==> config.mk <==
export PLATFORM = sky130hd
export DESIGN_NAME = crc32_d8
export DESIGN_NICKNAME = d
export VERILOG_FILES = /design/src/rtl/eth_frame_checker_pkg.sv /design/src/rtl/eth_frame_checker_crc.sv
export SDC_FILE = /design/constraint.sdc
export NUM_CORES = 1
export LEC_CHECK = 0
export BUFFER_PORTS_ARGS = -buffer_cell sky130_fd_sc_hd__buf_2
export CAP_MARGIN = 15
export CORE_MARGIN = 5
export CORE_UTILIZATION = 39
export DETAILED_ROUTE_END_ITERATION = 10
export MAX_ROUTING_LAYER = met4
export PLACE_DENSITY = 0.9
export SLEW_MARGIN = 15
export SYNTH_ARGS = -nofsm -noshare
export SYNTH_HDL_FRONTEND = slang
export SYNTH_SLANG_ARGS = --single-unit
==> constraint.sdc <==
create_clock -name vclk -period 1.14
set_input_delay 0.057 -clock vclk [all_inputs]
set_output_delay 0.057 -clock vclk [all_outputs]
set_load 0.03 [all_outputs]
==> src/rtl/eth_frame_checker_pkg.sv <==
// Shared types and constants for the Ethernet receive frame checker.
// The CRC constants are also used by the upstream frame generator.
package eth_chk_pkg;

    typedef enum logic [1:0] {
        IDLE     = 2'd0,
        PREAMBLE = 2'd1,
        DATA     = 2'd2,
        DROP     = 2'd3
    } state_t;

    localparam logic [7:0]  PREAMBLE_BYTE = 8'h55;
    localparam logic [7:0]  SFD_BYTE      = 8'hD5;

    localparam logic [31:0] CRC_POLY      = 32'hEDB88320;
    localparam logic [31:0] CRC_INIT      = 32'hFFFFFFFF;
    localparam logic [31:0] CRC_RESIDUE   = 32'hDEBB20E3;

endpackage

==> src/rtl/eth_frame_checker_crc.sv <==
// Combinational CRC-32 update for one byte (reflected polynomial, LSB first).
module crc32_d8
    import eth_chk_pkg::*;
(
    input  logic [31:0] crc_in,
    input  logic [7:0]  d,
    output logic [31:0] crc_out
);

    always_comb begin
        crc_out = crc_in;
        for (int i = 0; i < 8; i++) begin
            crc_out = (crc_out >> 1) ^ ((crc_out[0] ^ d[i]) ? CRC_POLY : 32'h0);
        end
    end

endmodule

==> results.cfg, run 1 <==
[place]
gp_congestion = 0.691
portBuffers = 72
hpwl_um = 2770
post-place-ws_ns = -0.328

[synth]
synth_top_cell_area_share_pct = 29.5
ys_seq_area_share_pct = 0
ys_warn_count = 0
synth_cells = 68
yosys.area.top_type = xnor3_1
syn_avg_cell_area_sq_um = 14.6
synth.most_common_cell = xnor2_1
synth_cell_types = 9
synthTopCellsByCount = 30 x xnor2_1, 13 x xnor3_1, 8 x xor2_1
synthTopCellsByArea = xnor3_1 30%, xnor2_1 27%, xnor2_4 14%
syn_area_sq_um = 991
syn_nets = 108

[outcome]
error_line = [ERROR DPL-0038] Utilization greater than 100%, impossible to legalize
lastStage = clock tree synthesis (4_1_cts)
status = aborted with a tool error

[floorplan]
num_io_pins = 72
start_util_pct = 40.4
num_rows = 18
dieHeight_um = 60.4
die_x_um = 60.4

[clocking]
postCtsHoldBufs = 0
post_cts_buffers = 14
cts_resized = 122
[logic make-up after synthesis]
family,count (synthesis),synth area share (%)
buffers and inverters,1,0.378
XOR/XNOR,67,99.6
[through the flow]
stage	instances	cell area [sq um]	util [%]	hold slack [ns]
detailed placement	201	1860	75.8	0.429
global placement	201	1860	75.8	0.419
floorplan	68	1200	-	0.206
==> inputs of run 2 (changes only) <==
--- a/config.mk
+++ b/config.mk
@@ -7,11 +7,10 @@
 export LEC_CHECK = 0
 export BUFFER_PORTS_ARGS = -buffer_cell sky130_fd_sc_hd__buf_2
 export CAP_MARGIN = 15
-export CORE_MARGIN = 5
-export CORE_UTILIZATION = 39
+export CORE_AREA = 5 5 66 68
 export DETAILED_ROUTE_END_ITERATION = 10
-export MAX_ROUTING_LAYER = met4
-export PLACE_DENSITY = 0.9
+export DIE_AREA = 0 0 71 73
+export PLACE_DENSITY_LB_ADDON = 0.15
 export SLEW_MARGIN = 15
 export SYNTH_ARGS = -nofsm -noshare
 export SYNTH_HDL_FRONTEND = slang
==> constraint.sdc (replaced) <==
create_clock -name vclk -period 1.5
set_input_delay 0.075 -clock vclk [all_inputs]
set_output_delay 0.075 -clock vclk [all_outputs]
set_load 0.03 [all_outputs]
==> results.cfg, run 2 <==
[pwr]
internal_power_uw = 935
power_leakage_nw = 0.876
power_density_nw_per_um2 = 1370
p_switching_mw = 1.26
power_frac_seq_pct = 0
ir_worst_vdd_uv = 560
clkPwrFrac_pct = 0
netSwitchingFraction_pct = 57.3
combinationalPowerShare_pct = 100.0

[global_route]
grt_antenna_before_repair = 0
grt_usage_pct = 9.63
grt_pass1_wl_um = 4140
overflow = 0
first_global_vias = 915
grt_max_degree = 6

[synth]
synth_top_cell_area_share_pct = 29.5
synth_compound_area_share_pct = 0
ys_seq_area_share_pct = 0
syn_area_sq_um = 991
syn_nets = 108
synthSimpleGateAreaFrac_pct = 0
synthAdderAreaFrac_pct = 0
synthMuxAreaShare_pct = 0
yosys.area.top_type = xnor3_1
synthTopCellsByCount = 30 x xnor2_1, 13 x xnor3_1, 8 x xor2_1
synthTopCellsByArea = xnor3_1 30%, xnor2_1 27%, xnor2_4 14%
synth_top_family_by_area = XOR/XNOR gates
ys_warn_count = 0
synth_cell_types = 9
syn_avg_cell_area_sq_um = 14.6
synth_cells = 68
synth.most_common_cell = xnor2_1
synth_xor_area_share_pct = 99.6

[timing]
period_minus_slack_ns = 1.47
report.final.slew_viol_count = 0
setup_ws_ns = 0.0253
rsz0062_at_grt = true
hold_viol_final = 0
max_slew.worst_pin.slew_ns = 0.358
timing.final.crit_share_pct = 98.3
maxSlewHeadroom_pct = 76.0
tns_ns = 0
setup_viol = 0
max_freq_mhz = 678

[critical_path]
crit_chain = buf_2, xnor2_4, xnor3_2, xnor3_1, buf_2
slowest_stage = xnor3_2
slowest_delay_ns = 0.46
startpoint_type = primary input
path_class = primary input to output port
endpoint_kind = output port
path_max_fanout = 2
required_ns = 1.42
cpMostUsedCell = buf_2
worstPathArrival_ns = 1.40

[clocking]
post_cts_buffers = 0
postCtsHoldBufs = 0
cts_resized = 3

[floorplan]
num_rows = 23
start_util_pct = 26.1
dieArea_sq_um = 5180
dieHeight_um = 73
die_x_um = 71
core_area_sq_um = 3800
num_io_pins = 72

[layout]
register_area_sq_um = 0
layoutNonFillerInstCount = 210
clkbuf_count = 0
n_antenna_cell = 0
finalNetCount = 202
synthToLayoutAreaGrowth_pct = 61.7
most-common-layout-cells = 69 x buf_2, 27 x xnor2_1, 22 x buf_4
design.seq.count = 0
drive_gt1_share_pct = 68.1
final_common_cell = buf_2

[drt]
vias = 799
antenna_left = 0
wl_per_cell_um = 12.1
drc_errors = 0
viasPerCell = 3.80
dr.pass1.iters = 2
wl_um = 2530
drt-initial-drc-count = 7

[run]
drv_cap = 0

[outcome]
status = finished clean

[place]
hpwl_um = 2310
post-place-ws_ns = -0.0516
gp_congestion = 0.851
dp.cells = 210
portBuffers = 72

[worst_hold_path]
worstHoldPathType = primary input to output port
-- run 2: cell families (layout without fill, tap and decap cells) --
family / count (synthesis) / count (layout)
buf+inv: 1 / 93
xor+xnor: 67 / 67
-- run 2: final cells by class --
type	count	area, sq um
fillers	399	2200
multi-input cells	67	1020
repair buffers	92	518
well taps	50	62.6
inverters	1	3.75
-- run 2: worst max-delay path: cells and delay by family --
family / cells / cell delay [ns]
xor+xnor: 3 / 0.99
buf+inv: 2 / 0.33
-- run 2: worst paths after layout --
| check | start | depth (start not counted) | end |
|---|---|---|---|
| worst max-delay path | d[0] | 5 | crc_out[25] |
| worst min-delay path | crc_in[15] | 3 | crc_out[7] |
-- run 2: through the flow --
stage	utilization [%]	area [sq um]	power, mW	hold WS (ns)
6_report	42.2	1600	2.19	0.455
5_1_grt	42.2	1600	2.32	0.469
4_1_cts	41.7	1580	2.21	0.457
3_5_place_dp	41.4	1570	2.18	0.456
3_3_place_gp	41.4	1570	2.18	0.454
2_1_floorplan	-	998	1.56	0.326
-- run 2: layer usage --
layer  GRT usage [%]  vias to the layer above  part of all wire [%]
met5               0                        -                     0
met4               0                        0                     0
met3            1.79                        0                   8.9
met2            18.1                       39                    52
met1            12.2                      355                    39
li1                -                      405                     -
-- run 2: power groups by stage --
stage	Sequential, mW	Clock, mW	Combinational, mW
finish	0	0	2.19
global route	0	0	2.32
floorplan	0	0	1.56
global placement	0	0	2.18
CTS	0	0	2.21
detailed placement	0	0	2.18
Power figures use the tool's default switching activity.
